<file path="config.mk">
export PLATFORM = sky130hd
export DESIGN_NAME = bus_timeout_monitor
export DESIGN_NICKNAME = d
export VERILOG_FILES = /design/src/rtl/bus_timeout_monitor_pkg.sv /design/src/rtl/bus_timeout_monitor_to_timer.sv /design/src/rtl/bus_timeout_monitor.sv
export SDC_FILE = /design/constraint.sdc
export NUM_CORES = 1
export LEC_CHECK = 0
export CAP_MARGIN = 10
export CORE_ASPECT_RATIO = 1.1
export CORE_MARGIN = 4
export CORE_UTILIZATION = 56
export DETAILED_ROUTE_END_ITERATION = 8
export PLACE_DENSITY_LB_ADDON = 0.3
export SLEW_MARGIN = 10
export SYNTH_ARGS = -nofsm -noshare
export SYNTH_HDL_FRONTEND = slang
export SYNTH_SLANG_ARGS = --single-unit
export TNS_END_PERCENT = 100
</file>
<file path="constraint.sdc">
create_clock -name clk -period 2.4 [get_ports clk]
set_input_delay 0.36 -clock clk [delete_from_list [all_inputs] [get_ports clk]]
set_output_delay 0.36 -clock clk [all_outputs]
set_load 0.02 [all_outputs]
</file>
<file path="src/rtl/bus_timeout_monitor_pkg.sv">
// Shared definitions for the bus timeout monitor: the per-channel FSM
// state encoding, the counter width and the default timeout limits.
package bus_timeout_monitor_pkg;

    localparam int CNT_W            = 8;
    localparam int DEF_UNIBUS_LIMIT = 8;
    localparam int DEF_MEM_LIMIT    = 64;

    typedef enum logic [1:0] {
        ST_IDLE    = 2'd0,
        ST_COUNT   = 2'd1,
        ST_EXPIRED = 2'd2
    } to_state_e;

endpackage

</file>
<file path="src/rtl/bus_timeout_monitor_to_timer.sv">
// One timeout channel. The cycle is pending while req is high and done is
// low. The channel counts consecutive pending cycles. When the count reaches
// LIMIT it emits a single registered pulse, and then stays expired until
// req drops.
// Ports:
//   clk, reset : clock, synchronous active-high reset
//   req        : request level (held until completed or abandoned)
//   done       : completion (decode / acknowledge)
//   to_pulse   : one-cycle timeout pulse, in cycle LIMIT of a pending run
module to_timer
    import bus_timeout_monitor_pkg::*;
#(
    parameter int LIMIT = DEF_UNIBUS_LIMIT
) (
    input  logic clk,
    input  logic reset,
    input  logic req,
    input  logic done,
    output logic to_pulse
);

    if (LIMIT < 2 || LIMIT > 255) begin : g_bad_limit
        $error("to_timer: LIMIT %0d outside legal range 2..255", LIMIT);
    end

    localparam logic [CNT_W-1:0] LAST = CNT_W'(LIMIT - 1);

    to_state_e        state_q, state_d;
    logic [CNT_W-1:0] cnt_q, cnt_d;
    logic             pulse_q, pulse_d;
    logic             pending;

    assign pending = req & ~done;

    always_comb begin
        state_d = state_q;
        cnt_d   = cnt_q;
        case (state_q)
            ST_IDLE: begin
                cnt_d = '0;
                if (pending) begin
                    state_d = ST_COUNT;
                    cnt_d   = CNT_W'(1);
                end
            end
            ST_COUNT: begin
                if (!pending) begin
                    state_d = ST_IDLE;
                    cnt_d   = '0;
                end else if (cnt_q == LAST) begin
                    // The counter holds at LAST, so it can never wrap.
                    state_d = ST_EXPIRED;
                end else begin
                    cnt_d = cnt_q + CNT_W'(1);
                end
            end
            ST_EXPIRED: begin
                // A late done does not clear the timeout. Only dropping the
                // request does that.
                if (!req) begin
                    state_d = ST_IDLE;
                    cnt_d   = '0;
                end
            end
            default: begin
                state_d = ST_IDLE;
                cnt_d   = '0;
            end
        endcase
        // Pulse only on entry to EXPIRED, never while it is held.
        pulse_d = (state_d == ST_EXPIRED) && (state_q != ST_EXPIRED);
    end

    always_ff @(posedge clk) begin
        if (reset) begin
            state_q <= ST_IDLE;
            cnt_q   <= '0;
            pulse_q <= 1'b0;
        end else begin
            state_q <= state_d;
            cnt_q   <= cnt_d;
            pulse_q <= pulse_d;
        end
    end

    assign to_pulse = pulse_q;

endmodule

</file>
<file path="src/rtl/bus_timeout_monitor.sv">
// Bus timeout monitor. It watches CPU iopage cycles and CPU memory cycles
// that are never answered, and reports each with a one-cycle pulse.
// Ports:
//   clk, reset          : clock, synchronous active-high reset
//   iopage_rd/wr        : iopage strobes (level)
//   iopage_decode       : OR of all iopage device decodes
//   mem_req, mem_ack    : memory request / acknowledge
//   unibus_to           : iopage timeout pulse
//   memory_to           : memory timeout pulse
//   bus_error           : OR of both pulses, to the trap logic
module bus_timeout_monitor
    import bus_timeout_monitor_pkg::*;
#(
    parameter int UNIBUS_LIMIT = DEF_UNIBUS_LIMIT,
    parameter int MEM_LIMIT    = DEF_MEM_LIMIT
) (
    input  logic clk,
    input  logic reset,
    input  logic iopage_rd,
    input  logic iopage_wr,
    input  logic iopage_decode,
    input  logic mem_req,
    input  logic mem_ack,
    output logic unibus_to,
    output logic memory_to,
    output logic bus_error
);

    logic iop_req;
    assign iop_req = iopage_rd | iopage_wr;

    to_timer #(.LIMIT(UNIBUS_LIMIT)) u_unibus (
        .clk      (clk),
        .reset    (reset),
        .req      (iop_req),
        .done     (iopage_decode),
        .to_pulse (unibus_to)
    );

    to_timer #(.LIMIT(MEM_LIMIT)) u_mem (
        .clk      (clk),
        .reset    (reset),
        .req      (mem_req),
        .done     (mem_ack),
        .to_pulse (memory_to)
    );

    // Both inputs are registered pulses. A coincident timeout therefore
    // gives one clean single-cycle pulse.
    assign bus_error = unibus_to | memory_to;

endmodule

</file>
==> results_dict.tcl <==
set metrics [dict create \
    outcome "completed" \
    die_y_um 56.0 \
    rows 17 \
    nets 154 \
    cts-root-buf "clkbuf_4" \
    drt.antenna.violating_nets 0 \
    r2r-end "u_mem.cnt_q[2]" \
    cp-start-kind "register" \
    firstDrtPassIters 5 \
    clock_latency_ps 300 \
    routed_wirelength_um 2460 \
    wire_per_inst_um 14.3 \
    syn_inst 131 \
    cap_violations 0 \
    hold_viol 0 \
    synth_warnings 0 \
    rsz0062_at_grt "false" \
    clkTransAtPathRegs_ps 120 \
    cts_setup_buffers 0 \
    die_w_um 51.6 \
    finalSetupViolCount 0 \
    track_usage_pct 19.5 \
    power.total_mw 0.605 \
    ys_ff_latch 22 \
    antenna_cells 0 \
    hold_class "reg -> reg" \
    synth_cell_types 46 \
    netlist_area_um2 1170 \
    cp.arrival_ps 2190 \
    grt_pass1_vias 1021 \
    dr_total_vias 1053 \
    peakVddDrop_mv 0.403 \
    path_class "reg -> reg" \
    gp_congestion 0.921 \
    drive_gt1_share_pct 11.8 \
    grt_pass1_wl_um 4390 \
    htreeDepth 1 \
    cts_sinks 22 \
    slowest_stage "or3b_2" \
    worstPathRequired_ps 2590 \
    power.leakage_nw 0.460 \
    synthToLayoutAreaGrowth_pct 14.3 \
    initial_core_util_pct 58.6 \
    avgSynthCellArea_um2 8.94 \
    hold_buffers 0 \
    cts_tree "yes" \
    reg2reg_depth 5 \
    grt_antenna_before_repair 0 \
    synth_fp_nets 140 \
    drc 0 \
    path_cells "ha_1 > or3b_2 > o311ai_2 > xor2_1 > nor2_1" \
    cts_resized 0 \
    portBuffers 9 \
    min_period_over_period_pct 83.3 \
    max_slew.worst_pin.slew_ps 389 \
    slew_violations 0 \
    design.die.area_um2 2890 \
    seq_area_frac_synth_pct 37.6 \
    post-route-min-period_ps 2000 \
    grt_max_degree 13 \
    ios 10 \
    rr_startpoint "u_mem.cnt_q[0]" \
    slew_headroom_pct 74.0 \
    end_kind "register" \
    dp_hpwl_um 1850 \
    grt.overflow.total 0 \
    power.density_nw_per_um2 452 \
    viasPerCell 6.12 \
    clock.fmax_mhz 500 \
    setup.worst_path.end "u_mem.cnt_q[2]" \
    numCtsBuffers 3 \
    fillers 183 \
    detail_route.iter0.violations 28 \
    critPathMaxStageDelay_ps 550 \
    ff2ff_setup_slack_ps 400 \
    core_um2 2000 \
    cp-startpoint "u_mem.cnt_q[0]" \
    fin_worst_skew_ps 6.52 \
    clockBufferDepth 2 \
    tns_ps 0 \
    crit_fanout 6 \
]
flip-flops by register name, summed over array words and instances (netlist names):
name	count
u_mem.to_pulse	1
u_mem.cnt_q	8
u_mem.state_q	2
u_unibus.cnt_q	8
u_unibus.state_q	2
u_unibus.to_pulse	1
cell usage in the layout (no fill, tap or decap), types with 3 or more instances in the layout:
cell type / count
a31oi_1: 4
nor2_1: 3
and3_1: 4
nor3_1: 3
clkbuf_4: 3
dfxtp_1: 22
o21ai_0: 4
nand4_1: 5
nand2_1: 12
nor4_1: 3
clkdlybuf4s50_1: 9
or3_1: 4
nand3_1: 5
a21oi_1: 11
mux2i_1: 5
nand2b_1: 7
worst max-delay path, delay by kind of cell, from the launching register on:
family / cells / cell delay [ps]
AND/OR/NAND/NOR: 2 / 600
flip-flops: 1 / 460
AO/OA/AOI/OAI: 1 / 360
adder cells (fa/ha/maj): 1 / 290
XOR/XNOR: 1 / 180
cell usage after synthesis (all sizes together):
master   count  area (um^2)
nand3        5         25.0
nor3b        2         15.0
a21o         1         7.51
ha           2         25.0
and4         1         8.76
a2111oi      1         8.76
a211oi       2         15.0
nor4         3         18.8
nor2         4         17.5
a31oi        4         25.0
dfxtp       22          440
a21boi       2         15.0
xor2         1         8.76
o21bai       1         7.51
or3b         3         28.8
a22o         1         8.76
o41a         1         11.3
or3          4         25.0
inv          2         7.51
o21ai        6         37.5
mux2i        5         50.1
nor2b        1         6.26
o211ai       1         7.51
nand2       12         45.0
nand2b       7         43.8
or4          2         18.8
or2          3         18.8
nor3         4         25.0
nand4        5         31.3
o31ai        1         7.51
and3         4         25.0
a211o        1         8.76
clkbuf       1         3.75
buf          1         5.00
o41ai        1         27.5
o311ai       1         16.3
or4bb        1         11.3
a21oi       11         55.1
nand3b       1         7.51
per-layer routing:
layer / track usage [%] / vias to the layer above / share of wire [%]
li1: - / 525 / -
met1: 24.0 / 497 / 43
met2: 32.5 / 24 / 52
met3: 2.41 / 7 / 3.0
met4: 10.1 / 0 / 1.9
met5: 0 / - / 0
logic make-up after synthesis:
family | after synthesis | share of synthesized area [%]
AND/OR/NAND/NOR | 62 | 31.7
AO/OA/AOI/OAI | 35 | 22.1
flip-flops | 22 | 37.6
multiplexers | 5 | 4.27
buffers and inverters | 4 | 1.39
adder cells (fa/ha/maj) | 2 | 2.14
XOR/XNOR | 1 | 0.748
how the worst min path moves through the flow:
stage	startpoint	depth (start not counted)	end	slack (ps)
3_5_place_dp	u_unibus.cnt_q[7]	2	u_unibus.cnt_q[7]	470
6_report	u_unibus.cnt_q[7]	2	u_unibus.cnt_q[7]	490
5_1_grt	u_unibus.cnt_q[7]	2	u_unibus.cnt_q[7]	540
4_1_cts	u_unibus.cnt_q[7]	2	u_unibus.cnt_q[7]	490
3_3_place_gp	u_unibus.cnt_q[7]	2	u_unibus.cnt_q[7]	460
2_1_floorplan	reset	1	u_unibus.cnt_q[0]	430
layout make-up:
class | instances | area [um^2] | area share (%)
well taps | 28 | 35.0 | 2.62
flip-flops and latches | 22 | 440 | 32.9
inverters | 2 | 7.51 | 0.561
multi-input cells | 105 | 714 | 53.4
repair buffers | 11 | 105 | 7.85
clock buffers | 4 | 36.3 | 2.71
power by group:
group	total (mW)	switching [mW]	internal, mW
Combinational	0.0350	0.0169	0.0181
Sequential	0.372	0.00397	0.368
Clock	0.198	0.105	0.0926
Total	0.605	0.126	0.479
stage by stage:
step / hold slack [ps] / util (%) / instances / instance area (um^2) / worst slack (ps)
2_1_floorplan: 429 / - / 131 / 1170 / 641
3_3_place_gp: 460 / 65.1 / 168 / 1300 / 288
3_5_place_dp: 470 / 65.1 / 168 / 1300 / 254
4_1_cts: 489 / 67.0 / 172 / 1340 / 416
5_1_grt: 535 / 67.0 / 172 / 1340 / 319
6_report: 485 / 67.0 / 172 / 1340 / 402
Power figures use the tool's default switching activity.
